<file path="src/rtl/ct_lsu_cache_buffer_mentry.sv">
// Multi-entry load cache buffer: keeps recent dcache line fragments returned at da,
// tagged by physical address, so later dc-stage loads can hit without a dcache read.
module ct_lsu_cache_buffer_mentry #(
  parameter int ENTRY_NUM  = 4,
  parameter int PA_WIDTH   = 40,
  parameter int OFFSET_W   = 4,
  parameter int DATA_WIDTH = 128,
  parameter int IDX_WIDTH  = 8,
  parameter int IDX_LSB    = 2
) (
  input  logic                           forever_cpuclk,
  input  logic                           cpurst,
  input  logic                           cp0_lsu_dcache_en,
  input  logic                           cp0_lsu_cb_aclr_dis,
  input  logic                           cp0_lsu_no_op_req,
  input  logic                           icc_idle,
  input  logic                           ld_dc_cb_addr_create_vld,
  input  logic [PA_WIDTH-OFFSET_W-1:0]   ld_dc_cb_addr_tto4,
  input  logic [PA_WIDTH-1:0]            ld_dc_addr1,
  input  logic                           ld_da_cb_data_vld,
  input  logic [DATA_WIDTH-1:0]          ld_da_cb_data,
  input  logic                           ld_da_cb_ld_inst_vld,
  input  logic                           ld_da_cb_ecc_cancel,
  input  logic                           lsu_dcache_ld_xx_gwen,
  input  logic [IDX_WIDTH-1:0]           dcache_idx,
  output logic                           cb_ld_dc_addr_hit,
  output logic [ENTRY_NUM-1:0]           cb_ld_dc_hit_vec,
  output logic [DATA_WIDTH-1:0]          cb_ld_da_data,
  output logic                           cb_ld_da_data_vld,
  output logic [ENTRY_NUM-1:0]           cb_vld_vec
);

  localparam int TAG_W = PA_WIDTH - OFFSET_W;
  localparam int PTR_W = (ENTRY_NUM > 1) ? $clog2(ENTRY_NUM) : 1;

  logic [ENTRY_NUM-1:0]  vld_q, vld_d;
  logic [ENTRY_NUM-1:0]  pend_q, pend_d;
  logic [ENTRY_NUM-1:0]  hit_q, hit_d;
  logic [PTR_W-1:0]      rr_q, rr_d;
  logic [TAG_W-1:0]      tag_q  [ENTRY_NUM];
  logic [DATA_WIDTH-1:0] data_q [ENTRY_NUM];

  logic                  flush_all;
  logic                  alloc_en;
  logic                  res_ok;
  logic [TAG_W-1:0]      lookup_tag;
  logic [ENTRY_NUM-1:0]  inv_vec;
  logic [ENTRY_NUM-1:0]  hit_vec;
  logic [ENTRY_NUM-1:0]  match_vec;
  logic [ENTRY_NUM-1:0]  free_vec;
  logic [ENTRY_NUM-1:0]  victim_vec;
  logic [ENTRY_NUM-1:0]  tag_we;
  logic [ENTRY_NUM-1:0]  data_we;
  logic                  use_rr;
  logic [PTR_W-1:0]      rr_idx;
  logic                  free_found;

  // The fill path is judged purely on data_vld; inst_vld and the line offset carry no extra meaning here.
  logic unused_inputs;
  assign unused_inputs = ld_da_cb_ld_inst_vld ^ (^ld_dc_addr1[OFFSET_W-1:0]);

  assign flush_all  = ~cp0_lsu_dcache_en | cp0_lsu_cb_aclr_dis | cp0_lsu_no_op_req | ~icc_idle;
  assign alloc_en   = ld_dc_cb_addr_create_vld & ~cp0_lsu_cb_aclr_dis & ~flush_all;
  assign res_ok     = ld_da_cb_data_vld & ~ld_da_cb_ecc_cancel & ~flush_all;
  assign lookup_tag = ld_dc_addr1[PA_WIDTH-1:OFFSET_W];

  generate
    for (genvar gi = 0; gi < ENTRY_NUM; gi++) begin : g_entry
      assign inv_vec[gi]   = lsu_dcache_ld_xx_gwen &
                             (tag_q[gi][IDX_LSB+IDX_WIDTH-1:IDX_LSB] == dcache_idx);
      assign hit_vec[gi]   = vld_q[gi] & (tag_q[gi] == lookup_tag) & ~inv_vec[gi] & ~flush_all;
      assign match_vec[gi] = vld_q[gi] & (tag_q[gi] == ld_dc_cb_addr_tto4);
      assign free_vec[gi]  = ~vld_q[gi] & ~pend_q[gi];
      assign tag_we[gi]    = alloc_en & victim_vec[gi];
      assign data_we[gi]   = pend_q[gi] & res_ok & ~inv_vec[gi];

      always_ff @(posedge forever_cpuclk) begin
        if (cpurst) begin
          tag_q[gi]  <= '0;
          data_q[gi] <= '0;
        end else begin
          if (tag_we[gi])  tag_q[gi]  <= ld_dc_cb_addr_tto4;
          if (data_we[gi]) data_q[gi] <= ld_da_cb_data;
        end
      end
    end
  endgenerate

  // Victim: duplicate-tag reuse, else lowest free, else round-robin skipping the resolving entry.
  always_comb begin
    victim_vec = '0;
    use_rr     = 1'b0;
    rr_idx     = rr_q;
    free_found = 1'b0;
    if (|match_vec) begin
      victim_vec = match_vec;
    end else if (|free_vec) begin
      for (int i = 0; i < ENTRY_NUM; i++) begin
        if (free_vec[i] && !free_found) begin
          victim_vec[i] = 1'b1;
          free_found    = 1'b1;
        end
      end
    end else begin
      use_rr = 1'b1;
      if (pend_q[rr_q]) rr_idx = rr_q + PTR_W'(1);
      victim_vec[rr_idx] = 1'b1;
    end
  end

  always_comb begin
    vld_d  = (vld_q & ~inv_vec) | data_we;
    pend_d = '0;
    rr_d   = rr_q;
    hit_d  = hit_vec;
    if (alloc_en) begin
      vld_d  = vld_d & ~victim_vec;
      pend_d = victim_vec;
      if (use_rr) rr_d = rr_idx + PTR_W'(1);
    end
    if (flush_all) begin
      vld_d  = '0;
      pend_d = '0;
      hit_d  = '0;
    end
  end

  always_ff @(posedge forever_cpuclk) begin
    if (cpurst) begin
      vld_q  <= '0;
      pend_q <= '0;
      hit_q  <= '0;
      rr_q   <= '0;
    end else begin
      vld_q  <= vld_d;
      pend_q <= pend_d;
      hit_q  <= hit_d;
      rr_q   <= rr_d;
    end
  end

  always_comb begin
    cb_ld_da_data = '0;
    for (int i = 0; i < ENTRY_NUM; i++) begin
      if (hit_q[i]) cb_ld_da_data = cb_ld_da_data | data_q[i];
    end
  end

  assign cb_ld_da_data_vld = (|(hit_q & vld_q & ~inv_vec)) & ~flush_all;
  assign cb_ld_dc_addr_hit = |hit_vec;
  assign cb_ld_dc_hit_vec  = hit_vec;
  assign cb_vld_vec        = vld_q;

endmodule
</file>
<file path="config.mk">
export PLATFORM = sky130hd
export DESIGN_NAME = ct_lsu_cache_buffer_mentry
export DESIGN_NICKNAME = d
export VERILOG_FILES = /design/src/rtl/ct_lsu_cache_buffer_mentry.sv
export SDC_FILE = /design/constraint.sdc
export NUM_CORES = 1
export LEC_CHECK = 0
export CAP_MARGIN = 5
export CORE_AREA = 2 2 271 273
export DETAILED_ROUTE_END_ITERATION = 10
export DIE_AREA = 0 0 273 275
export SLEW_MARGIN = 20
export SYNTH_ARGS = -nofsm -noshare
export SYNTH_HDL_FRONTEND = slang
export SYNTH_SLANG_ARGS = --single-unit
export TNS_END_PERCENT = 20
</file>
<file path="constraint.sdc">
create_clock -name forever_cpuclk -period 8.7 [get_ports forever_cpuclk]
set_clock_uncertainty 0.05 [all_clocks]
set_input_delay 0.87 -clock forever_cpuclk [delete_from_list [all_inputs] [get_ports forever_cpuclk]]
set_output_delay 0.87 -clock forever_cpuclk [all_outputs]
set_load 0.03 [all_outputs]
</file>
After elaboration in Yosys (flattened, before gate mapping)
Memory sizes are Yosys's and may differ from the RTL's.
Index checks and enable logic that the tools add are counted.
{"block": "op_classes", "add_sub_neg": 2, "magnitude_cmp": 3, "n_eq_ne": 12, "mux": 64, "n_bitwise": 80, "n_reduce_logical": 14}
{"cell": "2-to-1 mux 128 bit", "count": 8}
{"cell": "OR 128 bit", "count": 3}
{"cell": "equality test 36 bit", "count": 8}
{"cell": "2-to-1 mux 36 bit", "count": 4}
{"cell": "2-to-1 mux 1 bit", "count": 42}
{"cell": "AND 1 bit", "count": 41}
{"cell": "equality test 8 bit", "count": 4}
{"cell": "inverter 1 bit", "count": 18}
{"cell": "AND 4 bit", "count": 4}
{"cell": "OR reduction 4 bit", "count": 4}
{"cell": "2-to-1 mux 4 bit", "count": 3}
{"cell": "OR 1 bit", "count": 11}
{"cell": "2-to-1 mux 2 bit", "count": 5}
{"cell": "inverter 4 bit", "count": 2}
{"cell": "< comparator 2 x 3 -> 1 bit, second input constant", "count": 2}
{"cell": "adder 2 x 1 -> 2 bit, second input constant", "count": 2}
{"cell": "logical AND 1 bit", "count": 4}
{"cell": "OR 4 bit", "count": 1}
{"cell": "zero test 1 bit", "count": 3}
{"cell": "OR reduction 3 bit", "count": 1}
{"cell": "binary-select mux 1 bit (select 2 bit)", "count": 1}
{"cell": "demux 1 bit (select 2 bit)", "count": 1}
{"cell": "greater-or-equal comparator 2 x 1 -> 1 bit, second input constant", "count": 1}
{"cell": "AND reduction 2 bit", "count": 1}
{"cell": "OR reduction 2 bit", "count": 1}
{"block": "word_totals", "ff_bits": 14, "ramBits": 656, "inputBits": 223, "out_inout_bits": 138, "wordCells": 181, "mem_count": 2}
{"memory": "data_q", "words": 4, "word_bits": 128, "read_ports": 4, "rd_clocked_by_memory_dff": 0, "wr": 4, "line_no": "41", "text": "logic [DATA_WIDTH-1:0] data_q [ENTRY_NUM];"}
{"memory": "tag_q", "words": 4, "word_bits": 36, "read_ports": 4, "rd_clocked_by_memory_dff": 0, "wr": 4, "line_no": "40", "text": "logic [TAG_W-1:0] tag_q [ENTRY_NUM];"}

Longest topological paths before layout
Gate-level depths: netlist of the first run.
{"block": "logic_depth", "depth_word": 25, "ltp_mapped": 11, "depth_no_buf": 7}

Worst setup path before layout of the first run
OpenSTA, ideal clock, no wires.
{"block": "synth_path", "path_type": "input -> register", "startpoint": "input cp0_lsu_cb_aclr_dis", "endpoint": "memory data_q[1][0], enable pin", "setup_ps": 510, "t_arrival_ps": 4576, "t_required_ps": 8140, "slack_ps": 3565, "path_stages": 5, "n_path_buf": 1, "path_cell_list": "nor4bb_1 > buf_2 > and3b_1 > nand3_1 > nand2b_1"}
{"item": "start, declared", "line_no": "14", "text": "input logic cp0_lsu_cb_aclr_dis,"}
{"item": "end, declared", "line_no": "41"}

Worst setup path in the final report of the first run
{"block": "layout_path", "startpoint": "input ld_dc_addr1[5]", "endpoint": "output cb_ld_dc_addr_hit"}
{"block": "layout_between", "elab_chain_len": 5, "elab_cells_between_ends": 17, "cone_classes": "eq/ne: 4; bitwise: 12; reduce/logical: 1"}
{"item": "start, declared", "line_no": "19", "text": "input logic [PA_WIDTH-1:0] ld_dc_addr1,"}
{"item": "equality test 36 bit", "line_no": "71", "text": "assign hit_vec[gi] = vld_q[gi] & (tag_q[gi] == lookup_tag) & ~inv_vec[gi] & ~flush_all;"}
{"item": "AND 1 bit (3 in series)", "line_no": "71"}
{"item": "OR reduction 4 bit (*)", "line_no": "150", "text": "assign cb_ld_dc_addr_hit = |hit_vec;"}
{"item": "end, declared", "line_no": "26", "text": "output logic cb_ld_dc_addr_hit,"}
Every way passes the cells marked *; elsewhere a longest branch is shown, timed or not.

==> metrics.csv, run 1 <==
metric,value,unit
start_util,43.59,%
gp_congestion,0.9516,
synth_fp_nets,2665,
setup_tns,0,ps
slowest_stage,nor4_1,
cts_tree,done,
row_count,99,
fin_nets,2943,
yosysUniqueCellTypes,55,
wl,96.45,mm
cpMostUsedCell,nand4_1,
cts-root-buf,clkbuf_16,
vias_per_cell,5.515,
worst_slew_pin_slew,1115,ps
hold_buffers,0,
worstPathMaxFanout,4,
clk_pin_slew_worst_paths,60,ps
yosysMostFrequentCell,edfxtp_1,
numClockSinks,670,
track_usage,25.15,%
grt_overflow,0,
worstPathCellList,clkdlybuf4s50_1 -> xnor2_1 -> nand4_1 -> nor4_1 -> nand4_1 -> nand4_1 -> clkdlybuf4s50_1,
synth_area,31530,µm²
worst_slack,3639,ps
cts_resized,0,
port_buffers,355,
holdCritPathClass,flip-flop to flip-flop,
dpl.hpwl,60.43,mm
post_cts_buffers,0,
end_kind,output port,
synth_area_leaders,"edfxtp_1 (62%), and2_1 (12%), a22oi_1 (6.1%)",
crit_family,simple AND/OR/NAND/NOR gates,
async_reset_ff_share,0,%
timing_hold_violations_final,0,
synth_area_per_cell,12.91,µm²
dieArea,75080,µm²
grt_antenna_before_repair,8,
required,7780,ps
drtIter0Drc,1694,
drc,0,
slew_viol_final,0,
worstSkewPairLatency,630,ps
slowest_delay,730,ps
powerDensity,186.2,nW/µm²
drive_gt1_share,5.562,%
period_needed,5061,ps
crit_buf_inv,2,
synth-seq-area-share,63.36,%
h-tree-depth,3,
worstSetupPathType,input port to output port,
synthCells,2442,
clockBufferDepth,3,
crit_arrival,4140,ps
maxSlewHeadroom,25.69,%
yosysWarnings,0,
ant_nets,0,
leakagePower,13.96,nW
start_kind,input port,
grt_max_degree,76,
fmax,0.1976,GHz
outcome,finished clean,
grt_pass1_wl,138.9,mm
cts_buffers,73,
synth_top_flop_cell,edfxtp_1,
ys_ff_latch,670,
synth-edff-count,656,
core_region_area,72340,µm²
finalSetupViolations,0,
die_w,273,µm
area_growth,20.73,%
grt_pass1_vias,20770,
detail_route.wl_per_cell,25.85,µm
vdd_drop_max,0.1317,mV
rsz0062_at_grt,false,
synthTopCellsByCount,"edfxtp_1 (656), and2_1 (620), a22oi_1 (256), xnor2_1 (174), clkbuf_1 (146)",
fp.dieH,275,µm
synth_top_area_share,62.47,%
via_count,20580,
drt_pass1_iterations,5,
pre_cts_ws,3580,ps
yosys.area.top_type,edfxtp_1,
period_share,58.17,%
maxCapViolCount,0,
ios,361,
==> stage by stage <==
stage	hold WS (ps)	power, mW	util, %	area, µm²	instances
after CTS	510.4	7.142	52.61	38060	3728
after global placement	471.8	4.143	49.44	35770	3604
after floorplan	444.4	3.915	-	31530	2442
final	523.5	7.089	52.62	38070	3731
after detailed placement	501.5	4.148	49.44	35770	3604
after global routing	569.1	7.285	52.62	38070	3731
==> cells by family after synthesis <==
family / Yosys count / share of synthesized area, %
simple gates: 969 / 18.10
flops: 670 / 63.36
xor+xnor: 308 / 8.555
compound gates: 294 / 7.083
buf+inv: 200 / 2.825
mux: 1 / 0.07142
==> flip-flops by register name, indices dropped and copies added (netlist names) <==
signal and count:
rr_q 2, hit_q 4, pend_q 4, data_q 512, cb_vld_vec 4, tag_q 144
==> power by group <==
part	switching (mW)	internal (mW)	leakage, nW
sequential	0.0454	3.62	7.08
clock	1.30	1.71	1.11
combinational	0.243	0.169	5.77
==> tightest hold or removal path: stages (launching register included) <==
cell and delay [ps]:
dfxtp_1 360, o31ai_1 90, a21oi_1 70
==> per-layer routing <==
metal | global-route usage (%) | vias up | share of wire [%]
met4 | 6.989 | 6 | 2.5
li1 | - | 9303 | -
met1 | 34.03 | 10440 | 43
met3 | 4.312 | 140 | 5.7
met2 | 41.90 | 682 | 49
met5 | 0 | - | 0.037
==> area by class of cell <==
cell class,instances,area [µm²]
inverter,20,75.07
fill,6202,34270
clock inverter,30,300.3
clock buffer,94,1989
multi-input combinational,1572,10740
timing repair buffer,383,3764
antenna,3,7.507
sequential,670,19990
tap,959,1200
==> path summary, 6_finish.rpt <==
path | start | endpoint | slack [ps] | depth (start not counted)
hold reg to reg | rr_q[1]$_SDFFE_PP0P_ | rr_q[1]$_SDFFE_PP0P_ | 520 | 2
setup / recovery | ld_dc_addr1[5] | cb_ld_dc_addr_hit | 3640 | 7
setup reg to reg | tag_q[0][15]$_SDFFCE_PN0P_ | tag_q[3][31]$_SDFFCE_PN0P_ | 4730 | 7
hold / removal | rr_q[1]$_SDFFE_PP0P_ | rr_q[1]$_SDFFE_PP0P_ | 520 | 2
==> cells in the final DEF, fill, tap and decap left out, drive strengths merged, types with 14 or more instances in the layout <==
cell and instances:
nand2b 15, nor4 38, nor3b 32, inv 22, nand4 54, a22oi 256, clkbuf 94, nor2 19
dfxtp 14, nand3 16, clkdlybuf4s50 355, nand2 140, and2 620, nor3 19, xnor2 174, xor2 134
edfxtp 656, clkinv 24, buf 28
Note: power is estimated with default switching activity, not from simulation.
==> inputs of run 2 (changes only) <==
--- a/config.mk
+++ b/config.mk
@@ -9,6 +9,7 @@
 export CORE_AREA = 2 2 271 273
 export DETAILED_ROUTE_END_ITERATION = 10
 export DIE_AREA = 0 0 273 275
+export PLACE_DENSITY = 0.67
 export SLEW_MARGIN = 20
 export SYNTH_ARGS = -nofsm -noshare
 export SYNTH_HDL_FRONTEND = slang
==> constraint.sdc (replaced) <==
create_clock -name forever_cpuclk -period 4.4 [get_ports forever_cpuclk]
set_clock_uncertainty 0.05 [all_clocks]
set_input_delay 0.44 -clock forever_cpuclk [delete_from_list [all_inputs] [get_ports forever_cpuclk]]
set_output_delay 0.44 -clock forever_cpuclk [all_outputs]
set_load 0.03 [all_outputs]
==> run 2 against run 1 <==
Final cell count rose by 1.9%. Die area is the same. Power up 95%. Hold slack worse by 41 ps. Clock power rose by 90%. Flip-flop and latch count did not move. First-iteration DRC count rose by 25%. Critical path depth rose by 1. Global-route usage barely moved. Critical path type is now flip-flop to output port. Largest cell class unchanged. Highest routed layer unchanged.
==> metrics.csv, run 2 (synthesis results as in run 1) <==
metric,value,unit
powerDensity,357.7,nW/µm²
largestRegisters,"data_q: 512 flops, tag_q: 144 flops",
pre_cts_ws,128.5,ps
detail_route.wl_per_cell,25.30,µm
nFillCells,6008,
most-common-layout-cells,"edfxtp_1 (656), and2_1 (620), clkdlybuf4s50_1 (352)",
p_int,10.75,mW
clockBufferDepth,3,
cpMostUsedCell,nand4_1,
required,3910,ps
p_sw_share,22.32,%
port_buffers,355,
crit_arrival,3420,ps
hold_buffers,0,
power_frac_comb,6.3,%
cts-root-buf,clkbuf_16,
via_count,20960,
start_kind,flip-flop,
row_count,99,
grt_antenna_before_repair,12,
worstSkewPairLatency,620,ps
worstSetupPathType,flip-flop to output port,
top_register,data_q,
switching_power,3.087,mW
h-tree-depth,3,
leakagePower,14.31,nW
end_kind,output port,
slew_viol_final,0,
rsz0062_at_grt,false,
worstPathCellList,xor2_1 -> nor3_1 -> nand4_1 -> nand2_1 -> nor4_1 -> nand4_1 -> inv_1 -> clkdlybuf4s50_1,
drive_gt1_share,7.654,%
cts_resized,0,
design_power_total,13.83,mW
clk_pin_slew_worst_paths,60,ps
crit_buf_inv,2,
outcome,finished clean,
cts_tree,done,
grt_pass1_vias,20920,
maxCapViolCount,0,
cts_buffers,74,
dieArea,75080,µm²
wl,96.20,mm
ios,361,
regArea,19990,µm²
pwr-share-seq,52.4,%
fin_nets,3005,
ant_nets,0,
timing_hold_violations_final,0,
drt_pass1_iterations,5,
period_share,88.95,%
drc,0,
grt_pass1_wl,139.2,mm
grt_max_degree,102,
worstPathMaxFanout,3,
slowest_stage,clkdlybuf4s50_1,
slowest_delay,790,ps
worst_slew_pin_slew,1039,ps
die_w,273,µm
final_common_cell,edfxtp_1,
dpl.hpwl,62.98,mm
multiInputGateArea,10740,µm²
vdd_drop_max,0.2624,mV
worst_slack,486.2,ps
vias_per_cell,5.510,
crit_family,simple AND/OR/NAND/NOR gates,
fp.dieH,275,µm
holdCritPathClass,input port to flip-flop,
area_growth,22.63,%
track_usage,25.19,%
post_cts_buffers,0,
core_region_area,72340,µm²
p_clk_share,41.3,%
grt_overflow,0,
gp_congestion,0.9817,
numClockSinks,670,
largest_reg_flops,512,
fmax,0.2555,GHz
maxSlewHeadroom,30.74,%
period_needed,3914,ps
drtIter0Drc,2119,
start_util,43.59,%
finalSetupViolations,0,
[run 2: cell types whose count changed in the layout (fill, tap and decap cells not counted), sizes merged, moves of 3 or more]
| cell | previous run | this run |
|---|---|---|
| buf | 28 | 92 |
| clkbuf | 94 | 90 |
| clkdlybuf4s50 | 355 | 352 |
| clkinv | 24 | 35 |
| diode | 3 | 9 |
[run 2: metrics by stage]
step / cells / setup TNS [ps] / utilization, % / hold slack, ps / area [µm²]
floorplan: 2442 / -116500 / - / 444.4 / 31530
detailed placement: 3665 / 0 / 50.40 / 491.8 / 36460
global placement: 3665 / 0 / 50.40 / 470.1 / 36460
CTS: 3794 / 0 / 53.42 / 442.6 / 38650
global route: 3801 / 0 / 53.45 / 488.9 / 38660
finish: 3803 / 0 / 53.45 / 482.2 / 38670
[run 2: power groups by stage]
stage	combinational (mW)	sequential, mW	clock, mW
after floorplan	0.356	7.38	0
after global placement	0.873	7.37	0
after detailed placement	0.877	7.38	0
after CTS	0.881	7.25	5.80
after global routing	0.923	7.26	6.04
final	0.877	7.25	5.71
[run 2: metal layers]
| layer | track usage [%] | share of wire, % | vias to the layer above | routed length [µm] |
|---|---|---|---|---|
| met5 | 0 | 0.034 | - | 33 |
| met4 | 9.261 | 3.3 | 6 | 3143 |
| met3 | 4.451 | 6.9 | 146 | 6670 |
| met2 | 41.63 | 49 | 843 | 47200 |
| met1 | 33.38 | 41 | 10520 | 39150 |
| li1 | - | - | 9444 | - |
[run 2: worst reg2reg max path, cell delays in order (launching register included)]
cell and delay [ps]:
edfxtp_1 470, xor2_1 310, nor4_1 740, nand4_1 140, or4_1 820, a21oi_4 900
and2_1 280
[run 2: path summary, 6_finish.rpt]
kind	start	endpoint	slack, ps	depth (start not counted)
setup / recovery	tag_q[2][9]$_SDFFCE_PN0P_	cb_ld_dc_hit_vec[2]	490	8
setup reg to reg	tag_q[3][32]$_SDFFCE_PN0P_	tag_q[3][13]$_SDFFCE_PN0P_	560	6
hold reg to reg	rr_q[1]$_SDFFE_PP0P_	rr_q[1]$_SDFFE_PP0P_	500	2
hold / removal	ld_da_cb_data[113]	data_q[3][113]$_SDFFCE_PN0P_	480	2
[run 2: cell type report]
| cell class | count | share of cell area (%) |
|---|---|---|
| inverter | 20 | 0.1941 |
| antenna | 9 | 0.05824 |
| timing repair buffer | 444 | 11.51 |
| multi-input combinational | 1572 | 27.76 |
| clock buffer | 90 | 4.944 |
| sequential | 670 | 51.71 |
| clock inverter | 39 | 0.7183 |
| tap | 959 | 3.103 |
